File: config.mk
export PLATFORM = sky130hd
export DESIGN_NAME = src_opr_wakeup_buffer
export DESIGN_NICKNAME = d
export VERILOG_FILES = /design/src/rtl/src_opr_wakeup_buffer.sv
export SDC_FILE = /design/constraint.sdc
export NUM_CORES = 1
export LEC_CHECK = 0
export CORE_MARGIN = 1
export CORE_UTILIZATION = 51
export CTS_CLUSTER_SIZE = 30
export DETAILED_ROUTE_END_ITERATION = 7
export HOLD_SLACK_MARGIN = 0.06
export PLACE_DENSITY = 0.77
export SYNTH_ARGS = -nofsm -noshare
export SYNTH_HDL_FRONTEND = slang
export SYNTH_SLANG_ARGS = --single-unit
File: constraint.sdc
create_clock -name clk_i -period 11.7 [get_ports clk_i]
set_clock_uncertainty 0.05 [all_clocks]
set_input_delay 2.34 -clock clk_i [delete_from_list [all_inputs] [get_ports clk_i]]
set_output_delay 2.34 -clock clk_i [all_outputs]
set_load 0.05 [all_outputs]
File: src/rtl/src_opr_wakeup_buffer.sv
// -----------------------------------------------------------------------------
// src_opr_wakeup_buffer
//
// Purpose:
//   Multi-entry source-operand capture buffer sitting between rename/dispatch
//   and a single execution unit. Each allocated entry resolves its source
//   operands from zero / ARF / RRF (in that priority). Operands that are not
//   yet available keep their RRF tag and snoop the writeback broadcast ports
//   until their data arrives. Entries whose sources are all ready are
//   presented on the issue port.
//
// Optional feature (macro SRC_OPR_AGE_ORDER_EN):
//   When defined, every entry carries an age (0 = oldest) and issue picks the
//   oldest fully-ready entry. When undefined, issue picks the lowest-index
//   fully-ready entry and no age state exists.
//
// Ports:
//   clk_i, reset_i        clock (rising edge), async active-high reset
//   flush_i               synchronous kill of all entries
//   alloc_valid_i/_ready_o allocation handshake (ready = a free entry exists)
//   arf_*/rrf_*/src_eq_zero_i  per-source resolution inputs, NUM_SRC lanes
//   wb_valid_i/_tag_i/_data_i  NUM_WB writeback broadcast ports
//   issue_valid_o/_ready_i     issue handshake
//   issue_src_o, issue_idx_o   operands and index of the presented entry
//   count_o               number of occupied entries
//
// Handshakes (both alloc and issue): a transfer happens on a rising edge
// where valid and ready are both high. Once issue_valid_o is raised it stays
// high with the same index and operands until it is accepted or flush_i
// kills the buffer. alloc_ready_o depends only on registered state.
// -----------------------------------------------------------------------------
module src_opr_wakeup_buffer #(
   parameter int DATA_LEN = 32,
   parameter int RRF_SEL  = 6,
   parameter int ENTRIES  = 4,
   parameter int NUM_SRC  = 2,
   parameter int NUM_WB   = 2,
   parameter int IDX_W    = $clog2(ENTRIES)
) (
   input  logic                         clk_i,
   input  logic                         reset_i,
   input  logic                         flush_i,
   input  logic                         alloc_valid_i,
   output logic                         alloc_ready_o,
   input  logic [NUM_SRC-1:0]           arf_busy_i,
   input  logic [NUM_SRC*DATA_LEN-1:0]  arf_data_i,
   input  logic [NUM_SRC*RRF_SEL-1:0]   arf_rrftag_i,
   input  logic [NUM_SRC-1:0]           rrf_valid_i,
   input  logic [NUM_SRC*DATA_LEN-1:0]  rrf_data_i,
   input  logic [NUM_SRC-1:0]           src_eq_zero_i,
   input  logic [NUM_WB-1:0]            wb_valid_i,
   input  logic [NUM_WB*RRF_SEL-1:0]    wb_tag_i,
   input  logic [NUM_WB*DATA_LEN-1:0]   wb_data_i,
   output logic                         issue_valid_o,
   input  logic                         issue_ready_i,
   output logic [NUM_SRC*DATA_LEN-1:0]  issue_src_o,
   output logic [IDX_W-1:0]             issue_idx_o,
   output logic [IDX_W:0]               count_o
);

   // Entry state
   logic [ENTRIES-1:0]                              valid_q, valid_d;
   logic [ENTRIES-1:0][NUM_SRC-1:0]                 rdy_q, rdy_d;
   logic [ENTRIES-1:0][NUM_SRC-1:0][DATA_LEN-1:0]   data_q, data_d;
   logic [ENTRIES-1:0][NUM_SRC-1:0][RRF_SEL-1:0]    tag_q, tag_d;

   // Presentation hold: set when the presented entry was not accepted, so the
   // same entry is re-presented even if a lower/older entry becomes ready.
   logic                 hold_q, hold_d;
   logic [IDX_W-1:0]     hold_idx_q, hold_idx_d;

`ifdef SRC_OPR_AGE_ORDER_EN
   logic [ENTRIES-1:0][IDX_W-1:0] age_q, age_d;
`endif

   // Allocation-side resolution of the incoming sources
   logic [NUM_SRC-1:0]                alloc_rdy;
   logic [NUM_SRC-1:0][DATA_LEN-1:0]  alloc_data;
   logic [NUM_SRC-1:0][RRF_SEL-1:0]   alloc_tag;

   logic [ENTRIES-1:0]   entry_rdy;
   logic [IDX_W-1:0]     free_idx;
   logic                 alloc_fire;
   logic                 issue_fire;

   // ---------------------------------------------------------------------
   // Occupancy and free-slot search (registered state only)
   // ---------------------------------------------------------------------
   always_comb begin
      count_o  = '0;
      free_idx = '0;
      for (int e = ENTRIES-1; e >= 0; e--) begin
         count_o = count_o + {{IDX_W{1'b0}}, valid_q[e]};
         if (!valid_q[e]) free_idx = IDX_W'(e);
      end
      alloc_ready_o = (count_o != (IDX_W+1)'(ENTRIES));
   end

   assign alloc_fire = alloc_valid_i & alloc_ready_o & ~flush_i;
   assign issue_fire = issue_valid_o & issue_ready_i;

   // ---------------------------------------------------------------------
   // Source resolution at allocation, including same-cycle wb bypass.
   // The wb loop runs high-to-low so the lowest matching port wins.
   // ---------------------------------------------------------------------
   always_comb begin
      for (int s = 0; s < NUM_SRC; s++) begin
         alloc_rdy[s]  = 1'b0;
         alloc_data[s] = '0;
         alloc_tag[s]  = arf_rrftag_i[s*RRF_SEL +: RRF_SEL];
         if (src_eq_zero_i[s]) begin
            alloc_rdy[s] = 1'b1;
         end else if (!arf_busy_i[s]) begin
            alloc_rdy[s]  = 1'b1;
            alloc_data[s] = arf_data_i[s*DATA_LEN +: DATA_LEN];
         end else if (rrf_valid_i[s]) begin
            alloc_rdy[s]  = 1'b1;
            alloc_data[s] = rrf_data_i[s*DATA_LEN +: DATA_LEN];
         end else begin
            for (int w = NUM_WB-1; w >= 0; w--) begin
               if (wb_valid_i[w] && (wb_tag_i[w*RRF_SEL +: RRF_SEL] == alloc_tag[s])) begin
                  alloc_rdy[s]  = 1'b1;
                  alloc_data[s] = wb_data_i[w*DATA_LEN +: DATA_LEN];
               end
            end
         end
      end
   end

   // ---------------------------------------------------------------------
   // Issue selection
   // ---------------------------------------------------------------------
   always_comb begin
      for (int e = 0; e < ENTRIES; e++) begin
         entry_rdy[e] = valid_q[e] & (&rdy_q[e]);
      end
   end

`ifdef SRC_OPR_AGE_ORDER_EN
   logic [IDX_W-1:0] best_age;
`endif

   always_comb begin
      issue_valid_o = 1'b0;
      issue_idx_o   = '0;
`ifdef SRC_OPR_AGE_ORDER_EN
      best_age = '0;
      for (int e = 0; e < ENTRIES; e++) begin
         if (entry_rdy[e] && (!issue_valid_o || (age_q[e] < best_age))) begin
            issue_valid_o = 1'b1;
            issue_idx_o   = IDX_W'(e);
            best_age      = age_q[e];
         end
      end
`else
      for (int e = ENTRIES-1; e >= 0; e--) begin
         if (entry_rdy[e]) begin
            issue_valid_o = 1'b1;
            issue_idx_o   = IDX_W'(e);
         end
      end
`endif
      if (hold_q) begin
         issue_valid_o = 1'b1;
         issue_idx_o   = hold_idx_q;
      end
      issue_src_o = '0;
      if (issue_valid_o) begin
         for (int s = 0; s < NUM_SRC; s++) begin
            issue_src_o[s*DATA_LEN +: DATA_LEN] = data_q[issue_idx_o][s];
         end
      end
   end

   // ---------------------------------------------------------------------
   // Next entry state: wakeup, issue free, allocation, flush (dominant)
   // ---------------------------------------------------------------------
   always_comb begin
      valid_d = valid_q;
      rdy_d   = rdy_q;
      data_d  = data_q;
      tag_d   = tag_q;

      for (int e = 0; e < ENTRIES; e++) begin
         for (int s = 0; s < NUM_SRC; s++) begin
            if (valid_q[e] && !rdy_q[e][s]) begin
               for (int w = NUM_WB-1; w >= 0; w--) begin
                  if (wb_valid_i[w] && (wb_tag_i[w*RRF_SEL +: RRF_SEL] == tag_q[e][s])) begin
                     rdy_d[e][s]  = 1'b1;
                     data_d[e][s] = wb_data_i[w*DATA_LEN +: DATA_LEN];
                  end
               end
            end
         end
      end

      if (issue_fire) valid_d[issue_idx_o] = 1'b0;

      // free_idx comes from registered state, so a slot freed this cycle
      // is never the allocation target.
      if (alloc_fire) begin
         valid_d[free_idx] = 1'b1;
         for (int s = 0; s < NUM_SRC; s++) begin
            rdy_d[free_idx][s]  = alloc_rdy[s];
            data_d[free_idx][s] = alloc_data[s];
            tag_d[free_idx][s]  = alloc_tag[s];
         end
      end

      if (flush_i) valid_d = '0;

      hold_d     = issue_valid_o & ~issue_ready_i & ~flush_i;
      hold_idx_d = issue_idx_o;
   end

`ifdef SRC_OPR_AGE_ORDER_EN
   // Entries younger than the issued one move up by one; a new entry takes
   // the occupancy it sees, less one if an issue leaves at the same edge.
   always_comb begin
      age_d = age_q;
      if (issue_fire) begin
         for (int e = 0; e < ENTRIES; e++) begin
            if (valid_q[e] && (age_q[e] > age_q[issue_idx_o])) age_d[e] = age_q[e] - 1'b1;
         end
      end
      if (alloc_fire) age_d[free_idx] = count_o[IDX_W-1:0] - IDX_W'(issue_fire);
   end

   always_ff @(posedge clk_i or posedge reset_i) begin
      if (reset_i) age_q <= '0;
      else         age_q <= age_d;
   end
`endif

   always_ff @(posedge clk_i or posedge reset_i) begin
      if (reset_i) begin
         valid_q    <= '0;
         rdy_q      <= '0;
         data_q     <= '0;
         tag_q      <= '0;
         hold_q     <= 1'b0;
         hold_idx_q <= '0;
      end else begin
         valid_q    <= valid_d;
         rdy_q      <= rdy_d;
         data_q     <= data_d;
         tag_q      <= tag_d;
         hold_q     <= hold_d;
         hold_idx_q <= hold_idx_d;
      end
   end

endmodule

Word-level counts from Yosys, hierarchy flattened
Index checks and enable logic that the tools add are counted.

storage, ports and cells
  logic and storage cells = 219
  register bits after elaboration = 319
  output and inout port bits = 71

cells by class
  mux-type cells = 112
  reduce and logical (&&, ||, !) cells = 42
  add/subtract/negate cells = 3
  bitwise gates (word level) = 14
  equality and inequality tests = 21
  $lt $le $gt $ge = 4

operators by type and width
  kind                                                 number
  two-way mux 32 bit                                   35
  bitwise mux 256 bit                                  2
  demux 64 bit (select 2 bit)                          2
  two-way mux 256 bit                                  1
  two-way mux 64 bit                                   3
  binary-select mux 64 bit (select 2 bit)              1
  == test 6 bit                                        20
  bitwise mux 48 bit                                   2
  demux 12 bit (select 2 bit)                          2
  two-way mux 1 bit                                    42
  logical AND 1 bit                                    30
  two-way mux 2 bit                                    10
  bitwise mux 8 bit                                    2
  two-way mux 12 bit                                   1
  two-way mux 4 bit                                    3
  AND 1 bit                                            9
  demux 2 bit (select 2 bit)                           2
  zero test 1 bit                                      8
  two-way mux 8 bit                                    1
  AND reduction 2 bit                                  4
  < comparator 2 x 3 -> 1 bit (second input constant)  2
  two-way mux 6 bit                                    1
  AND 4 bit                                            1
  demux 1 bit (select 2 bit)                           2
  other kinds (8)                                      10

Depth between registers and ports, before layout
  depth in word-level cells = 17
  mapped depth = 12
  mapped depth without buffers = 9

Worst setup path before layout
No wires, ideal clock.

  kind = register to output
  start = register valid_q[2]
  end = output issue_src_o[56]
  path buffers = 4
  setup slack = 6.692 ns
  cell stages (with the launch flop) = 10
  arrival time = 2.618 ns
  cell sequence = dfrtp_1 buf_2 and3_1 o21ai_0 a22o_1 clkbuf_1 buf_2 buf_2 mux2i_1 o22ai_1

between the ends
  word-level cells in the longest chain between the ends = 8

RTL lines
  what                                      line  text
  start, declared                           62    logic [ENTRIES-1:0] valid_q, valid_d;
  start signal, assigned                    244   valid_q <= valid_d;
  AND 1 bit                                 135   entry_rdy[e] = valid_q[e] & (&rdy_q[e]);
  two-way mux 2 bit (3 in series)           157   if (entry_rdy[e]) begin
  two-way mux 2 bit                         163   if (hold_q) begin
  via issue_idx_o[0]                        57    output logic [IDX_W-1:0] issue_idx_o,
  binary-select mux 64 bit (select 2 bit)   170   issue_src_o[s*DATA_LEN +: DATA_LEN] = data_q[issue_idx_o][s];
  two-way mux 64 bit (not written as such)  170
  two-way mux 64 bit                        168   if (issue_valid_o) begin
  end, declared                             56    output logic [NUM_SRC*DATA_LEN-1:0] issue_src_o,

The timed path passes the listed nets, and every way through them passes these cells. The select of a mux whose other input is x is not followed.

Worst setup path in the final report
  start = register valid_q[1]
  end = output issue_src_o[50]

between the ends
  word-level cells in the longest chain between the ends = 7

RTL lines
  what                                      line
  AND 1 bit (*)                             135
  two-way mux 2 bit (2 in series)           157
  two-way mux 2 bit                         163
  binary-select mux 64 bit (select 2 bit)   170
  two-way mux 64 bit (not written as such)  170
  two-way mux 64 bit (*)                    168

Mark *: on every way between the ends. The rest lies on a longest branch, timed or not. The select of a mux whose other input is x is not followed.

==> key figures <==
CTS
  – Post-CTS Hold Fix Bufs: 0
  – Post-CTS sizing: 0
  – CTS tree: built
  – Cts bufs inserted: 38
  – Latest clock arrival within the worst-skew pair: around 0.55 ns
  – CTS clock-pin slew for the worst setup and hold paths: 0.06 ns
  – Sink Count: 319
  – Post CTS Setup Buffer Count: 0
  – Number of H-tree levels: 2
  – Clock Tree Buf Depth: 3
  – Root buf cell: clkbuf_16

Critical path
  – Slowest CP cell: buf_4
  – Worst path max stage delay: 0.99 ns
  – WS Path Type: flip-flop to output port
  – CP startpoint kind: flip-flop
  – Worst-path cell chain: nand3_1 > o21ai_0 > a22o_4 > buf_4 > mux2i_1 > o22ai_1 > clkdlybuf4s50_1
  – Max FO, Critical Path: 69
  – Crit. End Element: output port
  – Critical Path RT: 9.31 ns
  – Crit path DAT: 4.78 ns

Drt
  – Vias per inst: 7.16
  – DRC: 6
  – Post-route ant nets: 0
  – Detailed-route via count: roughly 24,000
  – Iteration-0 DRC Markers: 3,606
  – Pre-antenna DRT Iters: 8
  – Final wirelength: roughly 95 mm
  – DR WL/cell: 28.5 microns

Yosys
  – Post-synth ARST share: 1.00
  – Synth warnings: 0
  – Sequential share of the synthesized area: 0.355
  – Mean Syn Cell Area: 8.50 sq um
  – Top FF cell, synth: dfrtp_1
  – Commonest cells post-synth: 319 x dfrtp_1, 240 x clkbuf_1, 235 x nand2_1, 203 x a21oi_1, 203 x nor2_1
  – Syn Nets: 2,882
  – Top cell type's share of synthesized area: 0.355
  – Synth area leader: dfrtp_1
  – Number of unique standard cell types used by synthesis: 61
  – Register bit total from synthesis: approximately 320
  – Top area cells in the synthesized netlist: dfrtp_1 35%, mux2i_1 7.2%, o221a_1 6.2%
  – Top-count cell post-synth: dfrtp_1
  – Synthesized cell area: approximately 23,000 sq um
  – Post-synthesis cell count: roughly 2,700
  – EDFF count, synth: 0

Run
  – Max Cap Viol: 0

Layout
  – Layout net count: about 2,900
  – Sequential cell area: 7980 sq um
  – Layout area overhead: 18.6%
  – Area of the multi-input gates: 13,300 sq um
  – Fill cells: around 3,600
  – Layout cells sized above 1: 0.0850
  – Util after Layout: 0.617

Floorplanning
  – IO Count: 300
  – Core Rows: between 70 and 80
  – DIE AREA: 45,000 sq um
  – Starting density of the core: 0.520
  – Die height: 212 microns
  – Core Box Area: around 43,000 sq um
  – Die width: 212 microns

Timing
  – Fmax: around 140 MHz
  – RSZ-0062 raised after global routing: false
  – Worst rel slew slack: 0.108
  – Setup-failing EPs final: 0
  – Final setup TNS: 0 ns
  – Tmin final: 7.17 ns
  – Fin. max-slew vios: 0
  – Worst Max-Slew Pin Slew: 1.34 ns
  – Final hold violations: 0
  – Crit share post-route: 0.613

Global routing
  – Vias in the first global route: roughly 23,000
  – Total GRT Usage: 0.415
  – Largest net degree at the start of global routing: 177
  – Grt total ovfl: 0
  – Initial antenna violation count: 1
  – First-pass GRT wire length: 142 mm

Pwr
  – VDD IR max: 0.107 mV
  – Leakage Power: between 0.009 and 0.01 uW
  – PwrDens: 125 nW/um^2
  – Pwr Total: 3330 uW

Min path
  – HP Class: flip-flop to flip-flop

Placement
  – DP HPWL: 56.9 mm
  – IO Port Bufs: 299
  – Final GP Congestion: 0.962

Status
  – Status: complete, but fails checks
  – Failing checks: DRC
final cells by class:
cell class / count / area share
multi-input cells: 2001 / 0.498
flip-flops and latches: 319 / 0.299
repair buffers: 347 / 0.126
clock buffers: 57 / 0.0433
well taps: 585 / 0.0274
clock inverters: 12 / 0.00543
inverters: 6 / 0.00112
diodes: 3 / 0.000281
critical path: cells and delay by family, from the launching register on:
kind / cells / cell delay, ns
mux: 1 / 0.17
compound gates: 3 / 1.09
flops: 1 / 0.65
simple gates: 1 / 0.28
buf+inv: 2 / 1.87
state kept, by name, indices dropped and copies added, names as in the netlist:
signal and flops:
data_q 256, tag_q 48, rdy_q 8, valid_q 4
hold_idx_q 2, hold_q 1
power breakdown:
part / internal [uW] / leakage, uW / switching (uW)
clock: 750 / 0.000629 / 512
combinational: 307 / 0.00484 / 388
sequential: 1250 / 0.00421 / 126
worst paths after layout:
check	from	to	slack, ns	cells after the start
max	valid_q[1]	issue_src_o[50]	4.53	7
min	data_q[62]	data_q[62]	0.46	1
max reg2reg	valid_q[1]	data_q[55]	6.94	9
min reg2reg	data_q[62]	data_q[62]	0.46	1
max in group asynchronous	reset_i	data_q[104]	7.16	4
min in group asynchronous	reset_i	data_q[132]	2.24	2
routing by layer:
layer	up-vias	share of wire	GRT usage
met4	0	0.065	0.258
met3	497	0.14	0.121
met5	-	0	0
li1	9902	-	-
met1	11377	0.37	0.527
met2	2082	0.43	0.622
cells by family after synthesis:
group / after synthesis / share of synthesized area
compound gates: 905 / 0.291
simple gates: 798 / 0.165
buf+inv: 330 / 0.0623
flops: 319 / 0.355
mux: 173 / 0.0776
xor+xnor: 122 / 0.0475
fa+ha+maj: 3 / 0.00200
layout by cell type (no fill, tap or decap), types with 5 or more instances in the layout:
| master | n |
|---|---|
| or3_1 | 5 |
| clkdlybuf4s50_1 | 297 |
| clkbuf_16 | 41 |
| clkinv_2 | 5 |
| xor2_1 | 43 |
| nand3_1 | 86 |
| clkbuf_1 | 9 |
| o21ai_2 | 60 |
| o21ai_1 | 60 |
| nor2b_1 | 65 |
| o22ai_1 | 64 |
| nand4_1 | 21 |
| a221o_1 | 128 |
| o22a_1 | 32 |
| nor2_1 | 199 |
| inv_1 | 5 |
| nor3_2 | 6 |
| nand2_1 | 234 |
| buf_4 | 48 |
| o21a_1 | 35 |
| mux2_2 | 11 |
| or2_2 | 6 |
| o221a_1 | 124 |
| mux2i_1 | 161 |
| xnor2_1 | 79 |
| clkbuf_8 | 7 |
| a21oi_1 | 200 |
| nor3_1 | 132 |
| o21ai_0 | 177 |
| dfrtp_1 | 319 |
through the flow:
step | instances | worst slack, ns | hold slack (ns) | instance area, sq um
finish | 3330 | 4.53 | 0.462 | 26700
floorplan | 2650 | 0.482 | 0.428 | 22500
CTS | 3327 | 4.68 | 0.464 | 26700
global placement | 3258 | 5.36 | 0.444 | 25400
global route | 3328 | 4.44 | 0.470 | 26700
detailed placement | 3258 | 5.26 | 0.443 | 25400
Note: power is estimated with default switching activity, not from simulation.
